## config.mk

```make
export PLATFORM = sky130hd
export DESIGN_NAME = mmu_sv32_ptw
export DESIGN_NICKNAME = d
export VERILOG_FILES = /design/src/rtl/mmu_perm_pkg.sv /design/src/rtl/mmu_sv32_pte_decode.sv /design/src/rtl/mmu_sv32_ptw.sv
export SDC_FILE = /design/constraint.sdc
export NUM_CORES = 1
export LEC_CHECK = 0
export ABC_AREA = 0
export BUFFER_PORTS_ARGS = -buffer_cell sky130_fd_sc_hd__buf_2
export CAP_MARGIN = 20
export CORE_MARGIN = 2
export CORE_UTILIZATION = 53
export DETAILED_ROUTE_END_ITERATION = 10
export PLACE_DENSITY = 0.86
export SETUP_SLACK_MARGIN = 0.1
export SYNTH_ARGS = -nofsm -noshare
export SYNTH_HDL_FRONTEND = slang
export SYNTH_SLANG_ARGS = --single-unit
```

## constraint.sdc

```tcl
create_clock -name clk -period 2.8 [get_ports clk]
set_input_delay 0.56 -clock clk [delete_from_list [all_inputs] [get_ports clk]]
set_output_delay 0.56 -clock clk [all_outputs]
set_load 0.1 [all_outputs]
```

## src/rtl/mmu_perm_pkg.sv

```systemverilog
// Shared MMU types: PTE flags, access kinds, Sv32 layout
// and the page-table walker state encoding.
package mmu_perm_pkg;

  typedef enum logic [1:0] {
    ACC_LOAD  = 2'd0,
    ACC_STORE = 2'd1,
    ACC_FETCH = 2'd2
  } mmu_acc_e;

  typedef struct packed {
    logic d;
    logic a;
    logic g;
    logic u;
    logic x;
    logic w;
    logic r;
    logic v;
  } pte_flags_t;

  typedef struct packed {
    logic invalid;
    logic leaf;
    logic pointer;
    logic misaligned;
  } pte_class_t;

  typedef enum logic [2:0] {
    PTW_IDLE    = 3'd0,
    PTW_L1_REQ  = 3'd1,
    PTW_L1_WAIT = 3'd2,
    PTW_L0_REQ  = 3'd3,
    PTW_L0_WAIT = 3'd4,
    PTW_DONE    = 3'd5,
    PTW_DRAIN   = 3'd6
  } ptw_state_e;

  localparam int PAGE_SHIFT    = 12;
  localparam int PTE_SIZE_LOG2 = 2;
  localparam int VPN_W         = 10;
  localparam int VPN1_LSB      = 22;
  localparam int VPN0_LSB      = 12;
  localparam int PTE_PPN_LSB   = 10;
  localparam int PTE_PPN_W     = 22;
  localparam int PTE_PPN1_LSB  = 20;
  localparam int PTE_PPN1_W    = 12;
  localparam int PTE_PPN0_LSB  = 10;
  localparam int PTE_PPN0_W    = 10;

  function automatic logic [PTE_PPN_W-1:0] pte_ppn(
    input logic [31:0] pte
  );
    return pte[PTE_PPN_LSB +: PTE_PPN_W];
  endfunction

endpackage

```

## src/rtl/mmu_sv32_pte_decode.sv

```systemverilog
// Sv32 PTE classifier, shared by the walker and the TLB
// refill path: invalid / leaf / pointer / misaligned.
module mmu_sv32_pte_decode
  import mmu_perm_pkg::*;
(
  input  logic [31:0] pte_i,
  input  logic        level1_i,
  output pte_class_t  cls_o,
  output pte_flags_t  flags_o,
  output logic [21:0] ppn_o
);

  pte_flags_t f;
  logic       inv;
  logic       is_leaf;
  logic [1:0] unused_rsw;

  assign f          = pte_flags_t'(pte_i[7:0]);
  assign flags_o    = f;
  assign ppn_o      = pte_ppn(pte_i);
  assign unused_rsw = pte_i[9:8];

  // W without R is a reserved encoding
  assign inv     = !f.v || (f.w && !f.r);
  assign is_leaf = !inv && (f.r || f.x);

  always_comb begin
    cls_o = '0;
    unique case (1'b1)
      inv:     cls_o.invalid = 1'b1;
      is_leaf: begin
        cls_o.leaf       = 1'b1;
        cls_o.misaligned = level1_i &&
          (pte_i[PTE_PPN0_LSB +: PTE_PPN0_W] != '0);
      end
      default: cls_o.pointer = 1'b1;
    endcase
  end

endmodule

```

## src/rtl/mmu_sv32_ptw.sv

```systemverilog
// Two-level Sv32 page-table walker: reads L1/L0 PTEs and
// returns leaf PTE, effective PPN and fault status.
module mmu_sv32_ptw
  import mmu_perm_pkg::*;
#(
  parameter int PADDR_W = 34
) (
  input  logic               clk,
  input  logic               rst_n,
  input  logic               req_valid_i,
  output logic               req_ready_o,
  input  logic [31:0]        req_vaddr_i,
  input  logic [1:0]         req_acc_i,
  input  logic [21:0]        csr_satp_ppn_i,
  input  logic               flush_i,
  output logic               mem_req_valid_o,
  input  logic               mem_req_ready_i,
  output logic [PADDR_W-1:0] mem_req_addr_o,
  input  logic               mem_rsp_valid_i,
  input  logic [31:0]        mem_rsp_data_i,
  input  logic               mem_rsp_err_i,
  output logic               rsp_valid_o,
  input  logic               rsp_ready_i,
  output logic [31:0]        rsp_pte_o,
  output logic [21:0]        rsp_ppn_o,
  output logic               rsp_superpage_o,
  output logic               rsp_fault_o,
  output logic               rsp_err_o,
  output logic [31:0]        rsp_vaddr_o,
  output logic [1:0]         rsp_acc_o
);

  ptw_state_e  state_q, state_d;
  logic [31:0] vaddr_q, vaddr_d;
  logic [1:0]  acc_q, acc_d;
  logic [21:0] satp_q, satp_d;
  logic [21:0] l0_ppn_q, l0_ppn_d;
  logic        flush_q, flush_d;
  logic [31:0] pte_q, pte_d;
  logic [21:0] ppn_q, ppn_d;
  logic        sp_q, sp_d;
  logic        flt_q, flt_d;
  logic        err_q, err_d;

  pte_class_t  cls;
  pte_flags_t  unused_flags;
  logic [21:0] dec_ppn;
  logic        in_l1;
  logic [21:0] base_ppn;
  logic [9:0]  vpn;

  assign in_l1 = (state_q == PTW_L1_WAIT);

  mmu_sv32_pte_decode u_dec (
    .pte_i    (mem_rsp_data_i),
    .level1_i (in_l1),
    .cls_o    (cls),
    .flags_o  (unused_flags),
    .ppn_o    (dec_ppn)
  );

  assign req_ready_o     = (state_q == PTW_IDLE);
  assign mem_req_valid_o = (state_q == PTW_L1_REQ) ||
                           (state_q == PTW_L0_REQ);
  assign rsp_valid_o     = (state_q == PTW_DONE);

  always_comb begin
    base_ppn = '0;
    vpn      = '0;
    if (state_q == PTW_L1_REQ) begin
      base_ppn = satp_q;
      vpn      = vaddr_q[VPN1_LSB +: VPN_W];
    end else if (state_q == PTW_L0_REQ) begin
      base_ppn = l0_ppn_q;
      vpn      = vaddr_q[VPN0_LSB +: VPN_W];
    end
  end

  assign mem_req_addr_o =
    (PADDR_W'(base_ppn) << PAGE_SHIFT) +
    PADDR_W'({vpn, {PTE_SIZE_LOG2{1'b0}}});

  always_comb begin
    state_d  = state_q;
    vaddr_d  = vaddr_q;
    acc_d    = acc_q;
    satp_d   = satp_q;
    l0_ppn_d = l0_ppn_q;
    flush_d  = flush_q;
    pte_d    = pte_q;
    ppn_d    = ppn_q;
    sp_d     = sp_q;
    flt_d    = flt_q;
    err_d    = err_q;
    unique case (state_q)
      PTW_IDLE: begin
        flush_d = 1'b0;
        if (req_valid_i) begin
          vaddr_d = req_vaddr_i;
          acc_d   = req_acc_i;
          satp_d  = csr_satp_ppn_i;
          state_d = PTW_L1_REQ;
        end
      end
      PTW_L1_REQ, PTW_L0_REQ: begin
        // a flushed request still completes its handshake
        if (mem_req_ready_i) begin
          flush_d = 1'b0;
          if (flush_q || flush_i)
            state_d = PTW_DRAIN;
          else if (state_q == PTW_L1_REQ)
            state_d = PTW_L1_WAIT;
          else
            state_d = PTW_L0_WAIT;
        end else if (flush_i) begin
          flush_d = 1'b1;
        end
      end
      PTW_L1_WAIT, PTW_L0_WAIT: begin
        if (mem_rsp_valid_i && flush_i) begin
          state_d = PTW_IDLE;
        end else if (mem_rsp_valid_i) begin
          state_d = PTW_DONE;
          pte_d   = mem_rsp_data_i;
          ppn_d   = dec_ppn;
          sp_d    = 1'b0;
          flt_d   = 1'b0;
          err_d   = 1'b0;
          if (mem_rsp_err_i) begin
            flt_d = 1'b1;
            err_d = 1'b1;
          end else if (cls.invalid) begin
            flt_d = 1'b1;
          end else if (cls.leaf) begin
            if (cls.misaligned) begin
              flt_d = 1'b1;
            end else if (in_l1) begin
              sp_d  = 1'b1;
              ppn_d = {mem_rsp_data_i[PTE_PPN1_LSB +: PTE_PPN1_W],
                       vaddr_q[VPN0_LSB +: VPN_W]};
            end
          end else if (in_l1) begin
            l0_ppn_d = dec_ppn;
            state_d  = PTW_L0_REQ;
          end else begin
            flt_d = 1'b1;
          end
        end else if (flush_i) begin
          state_d = PTW_DRAIN;
        end
      end
      PTW_DONE: begin
        if (flush_i || rsp_ready_i)
          state_d = PTW_IDLE;
      end
      PTW_DRAIN: begin
        if (mem_rsp_valid_i)
          state_d = PTW_IDLE;
      end
      default: state_d = PTW_IDLE;
    endcase
  end

  always_ff @(posedge clk or negedge rst_n) begin
    if (!rst_n) begin
      state_q  <= PTW_IDLE;
      vaddr_q  <= '0;
      acc_q    <= '0;
      satp_q   <= '0;
      l0_ppn_q <= '0;
      flush_q  <= 1'b0;
      pte_q    <= '0;
      ppn_q    <= '0;
      sp_q     <= 1'b0;
      flt_q    <= 1'b0;
      err_q    <= 1'b0;
    end else begin
      state_q  <= state_d;
      vaddr_q  <= vaddr_d;
      acc_q    <= acc_d;
      satp_q   <= satp_d;
      l0_ppn_q <= l0_ppn_d;
      flush_q  <= flush_d;
      pte_q    <= pte_d;
      ppn_q    <= ppn_d;
      sp_q     <= sp_d;
      flt_q    <= flt_d;
      err_q    <= err_d;
    end
  end

  assign rsp_pte_o       = pte_q;
  assign rsp_ppn_o       = ppn_q;
  assign rsp_superpage_o = sp_q;
  assign rsp_fault_o     = flt_q;
  assign rsp_err_o       = err_q;
  assign rsp_vaddr_o     = vaddr_q;
  assign rsp_acc_o       = acc_q;

endmodule

```

==> metrics.md, run 1 <==
| Metric | Value |
|---|---|
| Status | `finished clean` |
| Dpl hpwl | `about 11000 um` |
| Total global routing overflow | `0` |
| CP top delay family | `buffers and inverters` |
| Pre-CTS setup slack | `approximately 420 ps` |
| Number of diodes | `0` |
| Worst setup SP type | `register` |
| Post-Route WL | `14900 um` |
| Cts bufs inserted | `17` |
| NumNets Final | `approximately 800` |
| Setup Viol. Count Final | `0` |
| Root Buffer | `clkbuf_8` |
| Smallest hold slack | `about 240 ps` |
| Layout cells sized above 1 | `roughly 52%` |
| XOR/XNOR Fraction of Synth Area | `less than 1%` |
| Final Max Tran Viols | `0` |
| Port Buf Inserts | `about 220` |
| CP Buf/Inv Count | `2` |
| Multiplexer area fraction after synthesis | `24.22%` |
| Synth Instances | `between 400 and 500` |
| Initial antenna violation count | `0` |
| Met2 Use GR | `45.85%` |
| Max Fclk | `between 0.3 and 0.4 GHz` |
| Commonest non-fill, non-tap cell in the layout | `buf_2` |
| Placed instance count | `827` |
| Synth Area in Adders | `less than 1%` |
| First-pass GRT wire length | `roughly 23000 um` |
| Total setup buffers inserted after CTS | `0` |
| Setup Skew | `roughly 6.9 ps` |
| Top Ports | `roughly 220` |
| GR Layer Usage met1 | `approximately 30%` |
| Simple-gate portion of the synthesized area | `between 10% and 20%` |
| Yosys top cell area share | `54.73%` |
| Die span in x | `~110 um` |
| Rows | `38` |
| Unique masters post-synth | `38` |
| Compound-cell area share of the yosys netlist | `2.607%` |
| FF+latch count, synth | `around 130` |
| Max Cap Viol | `0` |
| HP Class | `primary input to register` |
| GRT Total Usage | `about a quarter` |
| Area contributors post-synth | `dfrtp_1 (55%), mux2_2 (12%), mux2i_1 (7.4%)` |
| Finished Layout Cells | `860` |
| Most frequent cells in the layout | `buf_2 (198), dfrtp_1 (124), nand2_1 (111)` |
| Die height | `108.7 um` |
| Largest net degree at the start of global routing | `57` |
| Core area | `10750 um^2` |
| Routed len/inst | `about 17 um` |
| Setup CP Type | `register to primary output` |
| Max Buffers Root-to-Sink | `2` |
| Min cycle time layout | `approximately 2600 ps` |
| Final WS setup | `~190 ps` |
| Slowest CP cell | `dfrtp_2` |
| First drt pass iteration count | `5` |
| Via total after detailed routing | `4516` |
| H-Tree Depth | `4` |
| WP data required | `2240 ps` |
| Seq/Total Area, Yosys | `between 50 and 60%` |
| CP cell instances | `buf_6, mux2i_1, nor2_2, clkbuf_4` |
| CTS tree | `yes` |
| Detailed-route DRC error count | `0` |
| Clock-pin slew on the worst setup and hold paths | `roughly 60 ps` |
| Critical Path End Type | `primary output` |
| Clock sink count | `roughly 130` |
| Die area | `~12000 um^2` |
| Area leader, netlist | `dfrtp_1` |
| Clock Latency Late Sink | `roughly 510 ps` |
| Maximum single-stage delay on the critical path | `560 ps` |
| Largest family of logic cells by synthesized area | `multiplexers` |
| GR met3 Demand/Resource | `under 10%` |
| Fin. Hold Viols | `0` |
| Vias/cell | `~5.3` |
| Post-Syn Area | `5807 um^2` |
| Final GP Congestion | `between 0.7 and 0.8` |
| Area Overhead vs Synth | `32.30%` |
| Crit path arrival time | `around 2100 ps` |
| Final cycle utilization of the critical path | `93.09%` |
| Most used routing layer | `met2` |
| Avg Cell Area, Syn | `11.66 um^2` |
| Worst Tran Pin Value | `995.9 ps` |
| Initial DRC count | `between 150 and 200` |
| Yosys warns | `0` |
| Vias in the first global route | `4600` |
| Unrepaired setup endpoints after global routing | `false` |
| Initial core utilization | `~54%` |
| Crit-path max FO | `22` |
| Post-DRT Antenna Nets | `0` |
| Slew HR | `between 30% and 40%` |
[metal layers]
metal	wire, um	share of wire [%]
met4	372	2.5
met3	943	6.3
met2	7683	52
met1	5900	40
met5	0	0
[cells in the mapped netlist (all sizes together)]
master / count
dfrtp: 127
nand2: 111
mux2: 80
mux2i: 43
buf: 36
nor2: 35
o21ai: 14
clkbuf: 8
nor3: 6
inv: 5
a21oi: 4
nand2b: 4
nand3: 3
nor2b: 2
nor3b: 2
nor4: 2
o2111ai: 2
and2: 1
and3: 1
conb: 1
maj3: 1
o221ai: 1
o31ai: 1
o32a: 1
o32ai: 1
o41ai: 1
or2: 1
or3: 1
or3b: 1
or4b: 1
xnor2: 1
[per-stage QoR]
| stage | TNS, ps | area, um^2 | util, % |
|---|---|---|---|
| after floorplan | -1526 | 5874 | - |
| after global placement | 0 | 6987 | 65.02 |
| after CTS | 0 | 7644 | 71.13 |
| after detailed placement | 0 | 6987 | 65.02 |
| after global routing | 0 | 7682 | 71.50 |
| final | 0 | 7682 | 71.50 |
[cell type report]
class                           instances  area [um^2]
Sequential cell                       127         3182
Fill cell                             776         3063
Multi-Input combinational cell        323         2382
Timing Repair Buffer                  233         1297
Clock buffer                           19        441.7
Clock inverter                         13        185.2
Tap cell                              140        175.2
Inverter                                5        18.77
[path summary, 6_finish.rpt]
kind / from / slack [ps] / endpoint / depth (start not counted)
worst max-delay path: state_q[1]$_DFFE_PN0P_ / 190 / mem_req_addr_o[25] / 4
worst min-delay path: mem_rsp_data_i[5] / 240 / rsp_pte_o[5]$_DFFE_PN0P_ / 3
worst max register to register: state_q[1]$_DFFE_PN0P_ / 470 / rsp_ppn_o[0]$_DFFE_PN0P_ / 5
worst min register to register: rsp_pte_o[15]$_DFFE_PN0P_ / 470 / rsp_pte_o[15]$_DFFE_PN0P_ / 2
max in group asynchronous: rst_n / 1700 / rsp_err_o$_DFFE_PN0P_ / 3
min in group asynchronous: rst_n / 440 / rsp_vaddr_o[1]$_DFFE_PN0P_ / 2
[sequential cells by signal (all words and copies together), names as in the netlist]
name / count
l0_ppn_q: 22
rsp_pte_o: 31
rsp_ppn_o: 11
flush_q: 1
rsp_vaddr_o: 32
rsp_fault_o: 1
satp_q: 22
rsp_err_o: 1
rsp_superpage_o: 1
state_q: 3
rsp_acc_o: 2
[repair_timing]
| action | CTS | global route |
|---|---|---|
| endpoints found under the setup margin | 32 | 24 |
| resized for setup | 8 | 16 |
| hold endpoints to repair | 12 | 0 |
| gates cloned | 0 | 0 |
| pin swaps | 0 | 0 |
| hold buffers | 1 | 0 |
[logic make-up (layout without fill, tap and decap cells)]
group | Yosys count | in the layout
other | 1 | 2
DFF | 127 | 127
adders and majority gates | 1 | 1
and+or+nand+nor | 171 | 171
AOI/OAI and AO/OA | 25 | 25
xor gates and xnor gates | 1 | 1
muxes | 123 | 123
buffers and inverters | 49 | 270
[worst reg2reg max path: stages, from the launching register on]
cell and delay [ps]:
dfrtp_2 530, xnor2_1 170, buf_4 170, or3_2 890, mux2i_1 290, o21ai_0 130
Power of run 1 is not shown: default switching activity piles up to over one toggle a cycle in this logic, so the estimate is an artifact.
==> run 2, diff against run 1 <==
- SKIP_LAST_GASP: unset -> 1
- clock period: 2.8 -> 3.25 ns (I/O delays scaled with it)
==> metrics.md, run 2 (synthesized netlist as in run 1, its figures left out) <==
| Metric | Value |
|---|---|
| Die height | `around 110 um` |
| Setup CP Type | `register to primary output` |
| Maximum single-stage delay on the critical path | `520 ps` |
| CP top delay family | `buffers and inverters` |
| Via total after detailed routing | `4537` |
| First drt pass iteration count | `4` |
| Fin. Hold Viols | `0` |
| Worst Tran Pin Value | `approximately 990 ps` |
| Rows | `38` |
| Total global routing overflow | `0` |
| Routed len/inst | `~18 um` |
| Slew HR | `between 30% and 40%` |
| Post-Route WL | `15020 um` |
| WP data required | `2600 ps` |
| CP Buf/Inv Count | `2` |
| Status | `finished clean` |
| Crit-path max FO | `17` |
| Max Buffers Root-to-Sink | `2` |
| First-pass GRT wire length | `23260 um` |
| Final Max Tran Viols | `0` |
| Port Buf Inserts | `221` |
| Final GP Congestion | `approximately 0.77` |
| Clock-pin slew on the worst setup and hold paths | `around 60 ps` |
| Post-DRT Antenna Nets | `0` |
| H-Tree Depth | `4` |
| Critical Path End | `mem_req_addr_o[19]` |
| Detailed-route DRC error count | `0` |
| CP cell instances | `nand2b_1, buf_4, nor2_1, buf_2` |
| RR Startpoint | `state_q[1]$_DFFE_PN0P_` |
| Initial antenna violation count | `0` |
| Die area | `11810 um^2` |
| Number of diodes | `0` |
| Root Buffer | `clkbuf_8` |
| Layout cells sized above 1 | `between 40% and 50%` |
| Worst setup SP type | `register` |
| Cts bufs inserted | `17` |
| Largest net degree at the start of global routing | `57` |
| Crit path arrival time | `2370 ps` |
| NumNets Final | `799` |
| Sum of negative setup slack | `0 ps` |
| Clock sink count | `127` |
| GRT Total Usage | `about a quarter` |
| Initial core utilization | `a little over half` |
| Post-Route Utilization | `70.32%` |
| Critical path origin | `state_q[2]$_DFFE_PN0P_` |
| Top Ports | `around 220` |
| Core area | `about 11000 um^2` |
| Worst-case reg-to-reg path depth | `4` |
| Area Overhead vs Synth | `30.12%` |
| Setup Viol. Count Final | `0` |
| Max reg flops | `32` |
| Unrepaired setup endpoints after global routing | `false` |
| Min cycle time layout | `3020 ps` |
| Commonest non-fill, non-tap cell in the layout | `buf_2` |
| R2R Path End | `rsp_ppn_o[7]$_DFFE_PN0P_` |
| Critical Path Stages | `4` |
| CTS tree | `yes` |
| Setup Skew | `around 10 ps` |
| Initial DRC count | `between 200 and 250` |
| Critical Path End Type | `primary output` |
| Max Cap Viol | `0` |
| Vias/cell | `~5.3` |
| Slowest CP cell | `dfrtp_1` |
| Worst reg2reg setup slack | `roughly 640 ps` |
| Most frequent cells in the layout | `buf_2 (220), dfrtp_1 (125), nand2_1 (111)` |
| HP Class | `primary input to async pin` |
| Vias in the first global route | `roughly 4600` |
| Die span in x | `around 110 um` |
| Clock Latency Late Sink | `between 500 and 600 ps` |
| Final cycle utilization of the critical path | `between 90% and 100%` |
| Max Fclk | `about 0.33 GHz` |
| Dpl hpwl | `10690 um` |
==> run 2: cell types whose count changed in the layout (fill, tap and decap cells not counted), moves of 3 or more <==
cell / before / now
buf_2: 198 / 220
clkinv_4: 0 / 3
nor2_1: 16 / 35
nor2_2: 19 / 0
clkbuf_4: 15 / 0
buf_4: 15 / 5
clkinvlp_4: 5 / 1
==> run 2: cell type report <==
class	instances	area [um^2]
fillers	807	3189
flip-flops and latches	127	3181
multi-input cells	323	2326
repair buffers	229	1219
clock buffers	20	455.4
clock inverters	12	181.4
well taps	140	175.2
inverters	5	18.77
==> run 2: worst min-delay path by stage <==
| stage | slack, ps | end | cells after the start |
|---|---|---|---|
| after floorplan | 350 | flush_q$_DFFE_PN0P_ | 0 |
| after global placement | 450 | rsp_pte_o[9]$_DFFE_PN0P_ | 2 |
| after detailed placement | 460 | rsp_pte_o[2]$_DFFE_PN0P_ | 2 |
| after CTS | 150 | rsp_vaddr_o[4]$_DFFE_PN0P_ | 1 |
| after global routing | 180 | rsp_vaddr_o[4]$_DFFE_PN0P_ | 1 |
| final | 140 | rsp_vaddr_o[4]$_DFFE_PN0P_ | 1 |
==> run 2: per-layer routing <==
metal  GRT usage [%]  wire [um]
met2           45.49       7767
met3           5.798        994
met4           12.64        413
met1           30.73       5845
met5               0          0
==> run 2: through the flow <==
step	area (um^2)	setup slack, ps	cells	hold slack, ps
final	7556	229.9	856	137.8
after floorplan	5821	219.2	499	354.4
after global routing	7556	102.9	856	179.4
after global placement	6918	714.5	824	454.1
after CTS	7556	208.2	856	151.7
after detailed placement	6918	582.6	824	457.8
==> run 2: what timing repair did <==
item,CTS,global route
setup buffers,0,0
setup endpoints to repair,12,0
gates resized for setup,1,0
hold buffers,0,0
Power of run 2 is left out for the same reason.
